--- src/rtl/sig_gen_sweep_ctrl.sv ---
// rtl/sig_gen_sweep_ctrl.sv - sweep scheduler for the signal generator: key debounce, config regs, sweep FSM
module sig_gen_sweep_ctrl #(
   parameter int DB_CNT = 1000000,
   parameter int PRESC  = 50000,
   parameter int F_MIN  = 1,
   parameter int F_MAX  = 50
) (
   input  logic        clk,
   input  logic        rst_n,
   input  logic        key_start,
   input  logic        key_wave,
   input  logic        cfg_we,
   input  logic [1:0]  cfg_addr,
   input  logic [15:0] cfg_wdata,
   output logic [5:0]  freq_word,
   output logic [1:0]  wave_sel,
   output logic [3:0]  amp,
   output logic        sweep_busy,
   output logic        step_pulse,
   output logic        sweep_done
);

   localparam int DBW = (DB_CNT > 1) ? $clog2(DB_CNT) : 1;
   localparam int PW  = (PRESC > 1) ? $clog2(PRESC) : 1;
   localparam logic [DBW-1:0] DB_LAST = DBW'(DB_CNT - 1);
   localparam logic [PW-1:0]  P_LAST  = PW'(PRESC - 1);
   // The LOAD/STEP cycle itself is prescaler cycle 0, so counting resumes at 1
   localparam logic [PW-1:0]  P_INIT  = (PRESC == 1) ? '0 : PW'(1);
   localparam logic [15:0]    D_INIT  = (PRESC == 1) ? 16'd1 : 16'd0;
   localparam logic [5:0]     FMIN6   = 6'(F_MIN);
   localparam logic [5:0]     FMAX6   = 6'(F_MAX);

   typedef enum logic [2:0] {S_IDLE, S_LOAD, S_DWELL, S_STEP, S_DONE} state_t;

   // index 0 = start key, index 1 = wave key
   logic [1:0]          sync1_q, sync1_d, sync2_q, sync2_d;
   logic [1:0]          lvl_q, lvl_d, press_q, press_d;
   logic [1:0][DBW-1:0] dbc_q, dbc_d;

   state_t      state_q, state_d;
   logic [5:0]  freq_q, freq_d, f_start_q, f_start_d, f_stop_q, f_stop_d;
   logic [1:0]  wave_q, wave_d, mode_q, mode_d, run_mode_q, run_mode_d;
   logic [3:0]  amp_q, amp_d;
   logic [15:0] dwell_q, dwell_d, dcnt_q, dcnt_d;
   logic [PW-1:0] presc_q, presc_d;
   logic        dir_up_q, dir_up_d, busy_q, busy_d, step_q, step_d, done_q, done_d;
   logic [5:0]  lo, hi;
   logic        start_ev, wave_ev, restart, at_end;

   function automatic logic [5:0] clamp_f(input logic [5:0] v);
      if (v < FMIN6)      return FMIN6;
      else if (v > FMAX6) return FMAX6;
      else                return v;
   endfunction

   assign start_ev   = press_q[0];
   assign wave_ev    = press_q[1];
   assign lo         = (f_start_q < f_stop_q) ? f_start_q : f_stop_q;
   assign hi         = (f_start_q < f_stop_q) ? f_stop_q : f_start_q;
   assign freq_word  = freq_q;
   assign wave_sel   = wave_q;
   assign amp        = amp_q;
   assign sweep_busy = busy_q;
   assign step_pulse = step_q;
   assign sweep_done = done_q;

   // Synchronise both keys and accept a new level after DB_CNT differing samples
   always_comb begin
      sync1_d = {key_wave, key_start};
      sync2_d = sync1_q;
      lvl_d   = lvl_q;
      press_d = 2'b00;
      dbc_d   = '0;
      for (int i = 0; i < 2; i++) begin
         if (sync2_q[i] != lvl_q[i]) begin
            if (dbc_q[i] == DB_LAST) begin
               lvl_d[i]   = sync2_q[i];
               press_d[i] = lvl_q[i];
            end else begin
               dbc_d[i] = dbc_q[i] + 1'b1;
            end
         end
      end
   end

   // Sweep sequencing, wave key handling and configuration writes
   always_comb begin
      state_d    = state_q;
      freq_d     = freq_q;
      f_start_d  = f_start_q;
      f_stop_d   = f_stop_q;
      wave_d     = wave_q;
      mode_d     = mode_q;
      run_mode_d = run_mode_q;
      amp_d      = amp_q;
      dwell_d    = dwell_q;
      dcnt_d     = dcnt_q;
      presc_d    = presc_q;
      dir_up_d   = dir_up_q;
      step_d     = 1'b0;
      restart    = 1'b0;
      at_end     = dir_up_q ? (freq_q == hi) : (freq_q == lo);

      case (state_q)
         S_IDLE: begin
            if (start_ev) begin
               state_d    = S_LOAD;
               run_mode_d = mode_q;
            end
            if (wave_ev) wave_d = (wave_q == 2'd2) ? 2'd0 : wave_q + 2'd1;
         end
         S_LOAD: begin
            if (start_ev) begin
               state_d = S_IDLE;
            end else begin
               freq_d   = (run_mode_q == 2'd1) ? hi : lo;
               dir_up_d = (run_mode_q != 2'd1);
               step_d   = 1'b1;
               restart  = 1'b1;
            end
         end
         S_DWELL: begin
            if (start_ev) begin
               state_d = S_IDLE;
            end else if (presc_q == P_LAST) begin
               presc_d = '0;
               if (dcnt_q + 16'd1 == dwell_q) state_d = S_STEP;
               else                           dcnt_d  = dcnt_q + 16'd1;
            end else begin
               presc_d = presc_q + 1'b1;
            end
         end
         S_STEP: begin
            if (start_ev) begin
               state_d = S_IDLE;
            end else if (!at_end) begin
               freq_d  = dir_up_q ? freq_q + 6'd1 : freq_q - 6'd1;
               step_d  = 1'b1;
               restart = 1'b1;
            end else begin
               case (run_mode_q)
                  2'd2: begin
                     freq_d  = lo;
                     step_d  = 1'b1;
                     restart = 1'b1;
                  end
                  2'd3: begin
                     dir_up_d = ~dir_up_q;
                     if (lo != hi) freq_d = dir_up_q ? freq_q - 6'd1 : freq_q + 6'd1;
                     step_d   = 1'b1;
                     restart  = 1'b1;
                  end
                  default: state_d = S_DONE;
               endcase
            end
         end
         S_DONE:  state_d = S_IDLE;
         default: state_d = S_IDLE;
      endcase

      if (restart) begin
         presc_d = P_INIT;
         dcnt_d  = D_INIT;
         state_d = ((PRESC == 1) && (dwell_q == 16'd1)) ? S_STEP : S_DWELL;
      end

      if (cfg_we) begin
         case (cfg_addr)
            2'd0: if (!busy_q) f_start_d = clamp_f(cfg_wdata[5:0]);
            2'd1: if (!busy_q) f_stop_d  = clamp_f(cfg_wdata[5:0]);
            2'd2: if (!busy_q) dwell_d   = (cfg_wdata == 16'd0) ? 16'd1 : cfg_wdata;
            default: begin
               mode_d = cfg_wdata[9:8];
               wave_d = (cfg_wdata[5:4] == 2'd3) ? 2'd0 : cfg_wdata[5:4];
               amp_d  = (cfg_wdata[3:0] == 4'd0) ? 4'd1 : cfg_wdata[3:0];
            end
         endcase
      end

      busy_d = (state_d == S_LOAD) || (state_d == S_DWELL) || (state_d == S_STEP);
      done_d = (state_d == S_DONE);
   end

   // State and output registers
   always_ff @(posedge clk or negedge rst_n) begin
      if (!rst_n) begin
         sync1_q    <= 2'b11;
         sync2_q    <= 2'b11;
         lvl_q      <= 2'b11;
         press_q    <= 2'b00;
         dbc_q      <= '0;
         state_q    <= S_IDLE;
         freq_q     <= 6'd1;
         f_start_q  <= 6'd1;
         f_stop_q   <= 6'd50;
         wave_q     <= 2'd0;
         mode_q     <= 2'd0;
         run_mode_q <= 2'd0;
         amp_q      <= 4'd1;
         dwell_q    <= 16'd1000;
         dcnt_q     <= 16'd0;
         presc_q    <= '0;
         dir_up_q   <= 1'b1;
         busy_q     <= 1'b0;
         step_q     <= 1'b0;
         done_q     <= 1'b0;
      end else begin
         sync1_q    <= sync1_d;
         sync2_q    <= sync2_d;
         lvl_q      <= lvl_d;
         press_q    <= press_d;
         dbc_q      <= dbc_d;
         state_q    <= state_d;
         freq_q     <= freq_d;
         f_start_q  <= f_start_d;
         f_stop_q   <= f_stop_d;
         wave_q     <= wave_d;
         mode_q     <= mode_d;
         run_mode_q <= run_mode_d;
         amp_q      <= amp_d;
         dwell_q    <= dwell_d;
         dcnt_q     <= dcnt_d;
         presc_q    <= presc_d;
         dir_up_q   <= dir_up_d;
         busy_q     <= busy_d;
         step_q     <= step_d;
         done_q     <= done_d;
      end
   end

endmodule
--- config.mk ---
export PLATFORM = sky130hd
export DESIGN_NAME = sig_gen_sweep_ctrl
export DESIGN_NICKNAME = d
export VERILOG_FILES = /design/src/rtl/sig_gen_sweep_ctrl.sv
export SDC_FILE = /design/constraint.sdc
export NUM_CORES = 1
export LEC_CHECK = 0
export BUFFER_PORTS_ARGS = -buffer_cell sky130_fd_sc_hd__buf_2
export CAP_MARGIN = 20
export CORE_MARGIN = 1.5
export CORE_UTILIZATION = 45
export DETAILED_ROUTE_END_ITERATION = 8
export PLACE_DENSITY = 0.65
export SLEW_MARGIN = 20
export SYNTH_ARGS = -nofsm -noshare
export SYNTH_HDL_FRONTEND = slang
export SYNTH_SLANG_ARGS = --single-unit
--- constraint.sdc ---
create_clock -name clk -period 3.8 [get_ports clk]
set_clock_uncertainty 0.15 [all_clocks]
set_input_delay 0.57 -clock clk [delete_from_list [all_inputs] [get_ports clk]]
set_output_delay 0.57 -clock clk [all_outputs]
set_load 0.05 [all_outputs]
# After elaboration in Yosys (flattened, before gate mapping)
# Index checks and enable logic that the tools add are counted.
# word_totals
reg_bits,131
in_bits,23
# op_classes
n_mux,59
magnitude_cmp,3
reduce_logical,22
addsub,7
n_bitwise,3
eq_ne,32
# op_table
cell,count
16-bit 2-to-1 mux,10
20-bit 2-to-1 mux,4
6-bit 2-to-1 mux,11
"20-bit by 1-bit adder with 20-bit output, second input constant",2
"20-bit equality test, second input constant",2
"16-bit by 1-bit adder with 16-bit output, second input constant",2
3-bit 2-to-1 mux,9
6-bit case mux with 2 select lines,2
16-bit equality test,1
"16-bit equality test, second input constant",1
16-bit zero test,1
1-bit 2-to-1 mux,13
"3-bit by 2-bit equality test with 1-bit output, second input constant",4
6-bit equality test,2
2-bit 2-to-1 mux,6
3-bit case mux with 4 select lines,1
"2-bit equality test, second input constant",5
"2-bit != test, second input constant",5
2-bit AND reduction,5
5-bit AND reduction,2
3-bit AND reduction,3
"6-bit by 1-bit adder with 6-bit output, second input constant",1
"3-bit by 1-bit equality test with 1-bit output, second input constant",2
"6-bit > comparator, second input constant",1
other kinds (22),31

# Depth between registers and ports, before layout
# depth
ltp_word,11
depth_mapped,13

# Worst setup path after synthesis
# OpenSTA, ideal clock, no wires.
# synth_path
kind,reg2reg
from,register f_stop_q[1]
to,register freq_q[2] (netlist: freq_word[2])
t_arrival_ns,2.989
setup_time_ns,0.116
path_stages_with_launch,13
required_ns,3.534
setup_slack_ns,0.545
path_cell_list,dfstp_2 -> inv_1 -> ha_1 -> nor2b_1 -> o21ba_2 -> nor4_2 -> nor2_1 -> mux2i_1 -> nor4_2 -> buf_2 -> nand3_1 -> a31o_2 -> o311ai_0
# synth_between
elab_chain_len,7
word_cells_on_any_way,16
classes_between,1 x order compare; 5 x eq/ne; 9 x mux; 1 x reduce/logical
# synth_lines
item,line_no,rtl
"start, declared",41,"logic [5:0] freq_q, freq_d, f_start_q, f_start_d, f_stop_q, f_stop_d;"
"start signal, assigned",216,f_stop_q <= f_stop_d;
6-bit less-than comparator,"58, 59",
6-bit 2-to-1 mux (on tied branches),"58, 59",
6-bit equality test,102,at_end = dir_up_q ? (freq_q == hi) : (freq_q == lo);
1-bit 2-to-1 mux,102,
6-bit 2-to-1 mux,136,end else if (!at_end) begin
6-bit 2-to-1 mux,134,if (start_ev) begin
6-bit case mux with 2 select lines,104,case (state_q)
"end signal, assigned",214,freq_q <= freq_d;
"end, declared",41,
# Several ways; a longest one is shown, not always the timed one. The select of a mux whose other input is x is not followed.
# A chain may end at the register's enable or synchronous reset.

# Worst setup path in the final report
# layout_path
from,register dcnt_q[0]
to,register dcnt_q[0]
# layout_between
elab_chain_len,6
word_cells_on_any_way,9
classes_between,1 x add/sub; 2 x eq/ne; 5 x mux; 1 x reduce/logical
# layout_lines
item,line_no,rtl
"start, declared",44,"logic [15:0] dwell_q, dwell_d, dcnt_q, dcnt_d;"
"start signal, assigned",222,dcnt_q <= dcnt_d;
16-bit by 1-bit adder with 16-bit output *,"127, 128",
"parallel branches: the longest is 5 deep, another holds 16-bit equality test",--,
# Mark *: on every way between the ends. The select of a mux whose other input is x is not followed.

==> flow_summary.yaml <==
status:
  status: "completed"
sta:
  final_max_slew_viol_count: 0
  tightest_slew_ns: 0.825
  fin_hold_ws_ns: 0.0581
  rsz0062_at_grt: "true"
  setup_tns_ns: 0
  max_slew_margin_pct: 45.0
  hold_violations: 0
  fin_crit_ns: 3.55
  fmax_mhz: 282
  finalSetupViolCount: 0
  finalCritPeriodShare_pct: 93.3
setup_path:
  cp_num_buf_inv: 1
  path_cells: "ha_1, and4_1, o2111ai_1, a31oi_1, nor4_1, nand4_1, or4b_1, nor2b_2, buf_4, nor2_1, mux2_2"
  start_kind: "register"
  cp.depth: 11
  cp_max_fo: 18
  cp-end-kind: "register"
  crit_slowest_cell: "or4b_1"
  crit_arrival_ns: 3.75
  crit_type: "register to register"
  cpLargestDelayFamily: "simple AND/OR/NAND/NOR gates"
  slowest_delay_ns: 0.64
  crit_required_ns: 4.01
  reg2regPathDepth: 11
synthesis:
  yosys.area.top_type_share_pct: 37.9
  ys_seq_area_share_pct: 44.7
  async_reset_ff_share_pct: 100
  synth_compound_area_share_pct: 8.93
  ys.flop_type: "dfrtp_1"
  synth_area_leaders: "dfrtp_1 38%, dfstp_2 6.8%, xor2_1 5.9%, nor2_1 4.6%, mux2_2 4.6%"
  synthSimpleGateAreaFrac_pct: 22.0
  synthesis.nets: 792
  ys_types: 65
  avgSynthCellArea_um2: 9.76
  yosysWarningCount: 0
  synth-seq-cells: 131
  synth_top_family_by_area: "simple AND/OR/NAND/NOR gates"
  synth_most_common_cell: "dfrtp_1"
  synth-edff-count: 0
  syn-cell-area_um2: 7390
  synth_common_cells: "112 x dfrtp_1, 91 x nor2_1, 69 x nand2_1"
  synthAdderAreaFrac_pct: 2.03
  synth_xor_area_share_pct: 10.8
  muxShareOfSynthArea_pct: 8.77
  yosys.area.top_type: "dfrtp_1"
  syn_inst: 757
grt:
  grt.overflow.total: 0
  grt_usage_pct: 20.8
  grt_pass1_wl_um: 28800
  grt_max_degree: 90
  grt_pass1_vias: 5819
  antenna_found_initial: 0
floorplanning:
  rows: 46
  core-area_um2: 15900
  start_util_pct: 46.3
  dieArea_um2: 17200
  top_level_ports: 38
  die_y_um: 131
  die_x_um: 131
placement:
  gp_congestion: 0.877
  dpl.cell_count: 999
  portBuffers: 37
  dpl.hpwl_um: 12200
  place_area_um2: 7870
clock_tree:
  clock_sinks: 131
  path_clk_slew_ns: 0.06
  clk_latency_ns: 0.42
  cts_root_buffer: "clkbuf_16"
  cts_buffer_depth: 2
  numCtsBuffers: 17
  cts_max_level: 4
  tritoncts: "yes"
pwr:
  leakagePower_nw: 3.77
  intPower_mw: 2.91
  power.switching_mw: 1.02
  power_mw: 3.93
  clkPwrFrac_pct: 45.2
  p_per_area_nw_per_um2: 459
  worst_ir_drop_vdd_uv: 329
  switching_share_pct: 26.0
  seq_power_share_pct: 39.8
  p_comb_share_pct: 15.0
worst_hold_path:
  hold_class: "input port to asynchronous set/reset pin"
detailed_routing:
  routed-via-count: 5743
  drc: 0
  ant_nets: 0
  wire_per_inst_um: 16.4
  drt_first_pass_iters: 5
  wl_um: 16900
  vias_per_cell: 5.56
  drt_iter0_markers: 373
flow_run:
  drv_cap: 0
final_layout:
  area.growth.synth_to_final_pct: 15.8
  final_cells: 1032
  num-nets-final: 838
  drive_gt1_share_pct: 18.6
  final_area_um2: 8560
  n_antenna_cell: 0
## flip-flops by register name, indices dropped and copies added (netlist names), 3 cells and up
register   count
amp            4
dwell_q       16
presc_q       16
f_start_q      6
freq_word      6
dbc_q         40
dcnt_q        16
f_stop_q       6
state_q        3
## worst register-to-register path, cell delays in order, from the launching register on
cell       delay [ns]
dfrtp_1          0.44
ha_1             0.32
and4_1           0.27
o2111ai_1        0.15
a31oi_1          0.12
nor4_1           0.38
nand4_1          0.12
or4b_1           0.64
nor2b_2          0.21
buf_4            0.21
nor2_1           0.28
mux2_2           0.21
## cell families (layout without fill, tap and decap cells)
group           count (synthesis)  after routing
simple gates                  319            319
flops                         131            131
compound gates                100            100
xor+xnor                       88             88
mux                            60             60
buf+inv                        47            106
fa+ha+maj                      12             12
## cell usage in the layout, fill, tap and decap left out, types with 5 or more instances in the layout
cell type  netlist  routed
buf_4            2      18
and3_1          20      20
mux2_2          30      30
nor4b_1          8       8
nor4_1           9       9
nand4_1         14      14
nand3_1         44      44
xnor2_1         36      36
dfrtp_1        112     112
a211oi_1         8       8
nor2_1          91      91
inv_1           18      18
ha_1            12      12
a21oi_1         25      25
nand2_1         69      69
nor3_1           9       9
nor2b_1         13      12
mux2i_1         28      28
a21o_1           5       5
buf_2            4      36
xor2_1          50      50
nand3b_1         5       5
and2_1           7       7
dfstp_2         19      19
clkbuf_16        0      17
o21ai_0         20      20
## power groups by stage
stage	clock network (mW)	logic, mW	registers [mW]
2_1_floorplan	0	0.358	1.61
3_3_place_gp	0	0.569	1.58
3_5_place_dp	0	0.575	1.59
4_1_cts	1.80	0.578	1.56
5_1_grt	1.88	0.652	1.58
6_report	1.78	0.590	1.56
## layer usage
layer	vias to the layer above	track usage, %	part of all wire (%)
met5	-	0	0
met4	0	7.30	1.8
met3	24	4.44	3.9
met2	122	33.2	47
met1	2828	28.2	47
li1	2769	-	-
## what timing repair did
| item | 4_1_cts | 5_1_grt |
|---|---|---|
| setup endpoints to repair | 0 | 15 |
| hold buffers | 0 | 0 |
| gates resized for setup | 0 | 6 |
| setup buffers | 0 | 1 |
## stage by stage
| step | setup WS [ns] | util (%) |
|---|---|---|
| floorplan | 0.545 | - |
| global placement | 0.290 | 49.4 |
| detailed placement | 0.110 | 49.4 |
| CTS | 0.0916 | 53.4 |
| global route | -0.0391 | 53.7 |
| finish | 0.253 | 53.7 |
## area by class of cell
type                       instances  area [um^2]
clock buffer                      24          492
timing repair buffer              55          327
multi-input combinational        579         3950
tap                              216          270
sequential                       131         3300
clock inverter                     8          150
inverter                          19         71.3
fill                            1431         7390
## worst paths after layout
path                                        from                    end  slack [ns]
max                        dcnt_q[0]$_DFFE_PN0P_  dcnt_q[0]$_DFFE_PN0P_        0.25
min                                        rst_n    dbc_q[24]$_DFF_PN0_        0.06
max reg2reg                dcnt_q[0]$_DFFE_PN0P_  dcnt_q[0]$_DFFE_PN0P_        0.25
min reg2reg                 sync1_q[0]$_DFF_PN1_   sync2_q[0]$_DFF_PN1_        0.21
max in group asynchronous                  rst_n   lvl_q[1]$_DFFE_PN1P_        2.57
min in group clk                       key_start   sync1_q[0]$_DFF_PN1_        0.10
(Power assumes the default switching activity.)
